<file path="config.mk">
export PLATFORM = sky130hd
export DESIGN_NAME = mem_bus_arbiter
export DESIGN_NICKNAME = d
export VERILOG_FILES = /design/src/rtl/mem_bus_arbiter.sv
export SDC_FILE = /design/constraint.sdc
export NUM_CORES = 1
export LEC_CHECK = 0
export ABC_AREA = 1
export CORE_ASPECT_RATIO = 2
export CORE_MARGIN = 5
export CORE_UTILIZATION = 25
export DETAILED_ROUTE_END_ITERATION = 10
export SLEW_MARGIN = 20
export SYNTH_ARGS = -nofsm -noshare
export SYNTH_HDL_FRONTEND = slang
export SYNTH_SLANG_ARGS = --single-unit
export TNS_END_PERCENT = 100
</file>
<file path="constraint.sdc">
create_clock -name clk -period 1.4 [get_ports clk]
set_clock_uncertainty 0.05 [all_clocks]
set_input_delay 0.21 -clock clk [delete_from_list [all_inputs] [get_ports clk]]
set_output_delay 0.21 -clock clk [all_outputs]
set_load 0.01 [all_outputs]
</file>
<file path="src/rtl/mem_bus_arbiter.sv">
// Two-requester arbiter sharing one data-memory / I/O port: IDLE -> ACCESS -> (RESP on reads) -> IDLE.
// Define ARB_ROUND_ROBIN_EN for round-robin on simultaneous requests; otherwise requester 0 has fixed priority.
module mem_bus_arbiter #(
   parameter logic [31:0] IO_BASE = 32'hFFFF_FFF0,
   parameter logic [31:0] IO_MASK = 32'hFFFF_FFF0,
   localparam int unsigned AW = 32,
   localparam int unsigned DW = 32,
   localparam int unsigned NR = 2
) (
   input  logic             clk,
   input  logic             reset_n,
   input  logic [NR-1:0]    req,
   input  logic [NR-1:0]    we,
   input  logic [NR*AW-1:0] addr,
   input  logic [NR*DW-1:0] wdata,
   output logic [NR-1:0]    gnt,
   output logic [NR-1:0]    rvalid,
   output logic [DW-1:0]    rdata,
   output logic [AW-1:0]    dmem_addr,
   output logic [DW-1:0]    dmem_wdata,
   output logic             dmem_we,
   input  logic [DW-1:0]    dmem_rdata,
   output logic             io_sel,
   input  logic [DW-1:0]    io_rdata
);

   typedef enum logic [1:0] {
      IDLE   = 2'd0,
      ACCESS = 2'd1,
      RESP   = 2'd2
   } state_e;

   typedef struct packed {
      logic          win;
      logic          we;
      logic          io;
      logic [AW-1:0] addr;
      logic [DW-1:0] wdata;
   } xact_t;

   state_e        state_q, state_d;
   xact_t         xact_q, xact_d;
   logic [NR-1:0] gnt_q, gnt_d;
   logic [NR-1:0] rvalid_q, rvalid_d;
   logic          dmem_we_q, dmem_we_d;
   logic          io_sel_q, io_sel_d;
   logic          pick_c;
   logic [AW-1:0] pick_addr_c;
   logic [DW-1:0] pick_wdata_c;

`ifdef ARB_ROUND_ROBIN_EN
   logic last_q, last_d;

   // On a tie the requester that did not win last time goes first
   always_comb begin
      if (req == 2'b11) begin
         pick_c = ~last_q;
      end else begin
         pick_c = req[1] & ~req[0];
      end
   end

   always_comb begin
      last_d = last_q;
      if (state_q == IDLE && req != '0) begin
         last_d = pick_c;
      end
   end

   always_ff @(posedge clk or negedge reset_n) begin
      if (!reset_n) begin
         last_q <= 1'b1;
      end else begin
         last_q <= last_d;
      end
   end
`else
   assign pick_c = ~req[0];
`endif

   assign pick_addr_c  = pick_c ? addr[NR*AW-1:AW]  : addr[AW-1:0];
   assign pick_wdata_c = pick_c ? wdata[NR*DW-1:DW] : wdata[DW-1:0];

   // Next state, latched transaction and registered strobes for the following cycle
   always_comb begin
      state_d   = state_q;
      xact_d    = xact_q;
      gnt_d     = '0;
      rvalid_d  = '0;
      dmem_we_d = 1'b0;
      io_sel_d  = 1'b0;
      case (state_q)
         IDLE: begin
            if (req != '0) begin
               xact_d.win   = pick_c;
               xact_d.we    = we[pick_c];
               xact_d.addr  = pick_addr_c;
               xact_d.wdata = pick_wdata_c;
               xact_d.io    = ((pick_addr_c & IO_MASK) == IO_BASE);
               gnt_d        = pick_c ? 2'b10 : 2'b01;
               dmem_we_d    = xact_d.we & ~xact_d.io;
               io_sel_d     = xact_d.io;
               state_d      = ACCESS;
            end
         end
         ACCESS: begin
            if (xact_q.we) begin
               state_d = IDLE;
            end else begin
               rvalid_d = xact_q.win ? 2'b10 : 2'b01;
               io_sel_d = xact_q.io;
               state_d  = RESP;
            end
         end
         RESP: begin
            state_d = IDLE;
         end
         default: begin
            state_d = IDLE;
         end
      endcase
   end

   always_ff @(posedge clk or negedge reset_n) begin
      if (!reset_n) begin
         state_q   <= IDLE;
         xact_q    <= '0;
         gnt_q     <= '0;
         rvalid_q  <= '0;
         dmem_we_q <= 1'b0;
         io_sel_q  <= 1'b0;
      end else begin
         state_q   <= state_d;
         xact_q    <= xact_d;
         gnt_q     <= gnt_d;
         rvalid_q  <= rvalid_d;
         dmem_we_q <= dmem_we_d;
         io_sel_q  <= io_sel_d;
      end
   end

   assign gnt        = gnt_q;
   assign rvalid     = rvalid_q;
   assign dmem_we    = dmem_we_q;
   assign io_sel     = io_sel_q;
   assign dmem_addr  = xact_q.addr;
   assign dmem_wdata = xact_q.wdata;

   // Read data passes straight through during RESP; the memory is already one cycle past the address
   assign rdata = (state_q == RESP) ? (xact_q.io ? io_rdata : dmem_rdata) : '0;

`ifndef SYNTHESIS
   a_gnt_onehot0:    assert property (@(posedge clk) disable iff (!reset_n) $onehot0(gnt_q));
   a_rvalid_onehot0: assert property (@(posedge clk) disable iff (!reset_n) $onehot0(rvalid_q));
   a_no_overlap:     assert property (@(posedge clk) disable iff (!reset_n) !(|gnt_q && |rvalid_q));
   a_we_needs_gnt:   assert property (@(posedge clk) disable iff (!reset_n) dmem_we_q |-> |gnt_q);
`endif

endmodule

</file>
==> results.ini <==
[power]
p_leak_nw=4.09
irDropWorstVdd_uv=899
power_density_nw_per_um2=1660
finalPower_mw=15.4

[sta]
fin_crit_ps=1670
setup_ws_ps=-272
period_share_pct=119
finalMaxSlewViolations=0
finalSetupViolations=101
max_slew_margin_pct=72.5
tightest_slew_ps=413
hold_viol=0
rsz0062_at_grt=true
max_freq_ghz=0.598

[placed_design]
port_buffers=299
hpwl_um=13200
dpl_cell_area_um2=7690
gp_congestion=0.823
post-place-cells=1101

[final_layout]
layout.area.seq_um2=1880
drive_gt1_share_pct=30.4
layout_common_cells=nand2_1, clkdlybuf4s50_1, dfrtp_1, dlygate4sd2_1, buf_4
multiInputGateArea_um2=2450
post-route-util_pct=52.8
antenna_cells=0
stdcell_count=1163
design_area_um2=9310
area_growth_pct=109
nFillCells=1634
layout_commonest_cell=nand2_1
final_nets=1143

[clocking]
cts_root_buf=clkbuf_16
h-tree-depth=3
cts_tree=built
insertion_delay_ps=320
cts_buffer_depth=2
clk_pin_slew_ps=70
cts.sinks=75
cts_buffers=9

[global_routing]
track_usage_pct=18.2
grt_overflow=0
grt_start_max_net_pins=36
grt_pass1_vias=5419
grt_pass1_wl_um=30300
grt_antenna_before_repair=0

[synth]
yosys_warnings=0
netlist_instances=620
synth.yosys.seq_area_share_pct=42.2
syn_avg_cell_area_um2=7.18
synth_nets=818
netlist_area_um2=4450
ys_ff_latch=75
synth.distinct_cells=17

[floorplan]
fp.dieW_um=104
row_count=69
ioPinCount=300
initial_core_util_pct=25.3
die-area_um2=20700
core_um2=17600
fp.dieH_um=199

[setup_path]
cp.required_ps=1140
criticalPathCategory=flop to output port
slowest_delay_ps=400
endpoint_kind=output port
crit_arrival_ps=1410
cp_max_fo=12
start_kind=flop
slowest_stage=dfrtp_2
path_cells=buf_8, buf_12, nand2_1, a21oi_2, buf_2

[job]
maxCapViolCount=0

[routing]
drtIter0Drc=154
wl_per_cell_um=17.5
num_vias=5464
viasPerCell=4.70
dr.pass1.iters=5
drt-total-wl_um=20400
drtAntennaViolNets=0
drc=0

[status]
status=finished, violations left
violations=setup timing

[min_path]
hp-class=primary input to asynchronous set/reset pin

-- synth_stat cells --
cell      count  area (um^2)
dfrtp_1      75         1880
nor2_4        1         11.3
nand2_1     250          938
a31oi_1      64          400
inv_2         2         7.51
nand3_1       1         5.00
buf_6         3         33.8
o21bai_1      1         7.51
inv_1         8         30.0
nor2_1       81          304
buf_1         3         11.3
o21ai_0       1         5.00
buf_4        71          533
clkbuf_1      9         33.8
a21oi_1      33          165
nor2_2        1         6.26
buf_2        16         80.1
-- critical path: cells and delay by family (launching register included) --
kind | cells | cell delay [ps]
DFF | 1 | 400
buffers and inverters | 3 | 440
and+or+nand+nor | 1 | 100
AOI/OAI and AO/OA | 1 | 150
-- area by class of cell --
type,count,area share (%)
Clock buffer,9,2.42
Clock inverter,7,1.06
Inverter,10,0.484
Multi-Input combinational cell,433,26.3
Sequential cell,75,20.2
Tap cell,213,2.86
Timing Repair Buffer,416,46.7
-- worst paths after layout --
kind / start / to / slack (ps) / cells past startpoint
worst max-delay path: xact_q[64] / rdata[11] / -270 / 5
worst min-delay path: reset_n / dmem_wdata[21] / 270 / 2
worst max register to register: state_q[1] / dmem_addr[10] / -220 / 10
worst min register to register: xact_q[66] / rvalid[0] / 390 / 1
max in group asynchronous: reset_n / dmem_addr[9] / 530 / 3
min in group clk: req[0] / gnt[1] / 280 / 3
-- repair_timing --
action,CTS,global route
resized for setup,259,145
gates cloned,17,8
setup buffers,22,9
hold buffers,1,0
setup endpoints to repair,164,102
pin swaps,2,11
endpoints found under the hold margin,21,0
-- power by group --
part	internal, mW	switching [mW]	leakage (nW)
Clock	1.57	0.985	0.156
Combinational	4.89	4.01	3.07
Sequential	3.21	0.736	0.860
Total	9.68	5.73	4.09
-- stage by stage --
step,TNS [ps],hold slack (ps),setup WS (ps)
floorplan,-952,-136,-31.7
global placement,-17730,93.5,-333
detailed placement,-19970,98.1,-332
CTS,-19330,278,-315
global route,-25940,285,-339
finish,-18460,274,-272
-- logic make-up (layout without fill, tap and decap cells) --
family                 count (synthesis)  count (layout)  share of synthesized area (%)
buffers and inverters                112             442                           16.4
and+or+nand+nor                      334             334                           28.4
AOI/OAI and AO/OA                     99              99                           13.0
DFF                                   75              75                           42.2
-- metal layers --
metal / share of wire (%) / up-vias / track usage [%]
li1: - / 2603 / -
met1: 40 / 2544 / 22.3
met2: 48 / 291 / 29.2
met3: 9.7 / 26 / 7.18
met4: 2.5 / 0 / 6.00
met5: 0 / - / 0
-- state kept, by name, indices dropped and copies added (netlist names) --
register	count
state_q	2
dmem_addr	32
dmem_wdata	32
dmem_we	1
gnt	2
xact_q	3
rvalid	2
io_sel	1
Power figures use the tool's default switching activity.
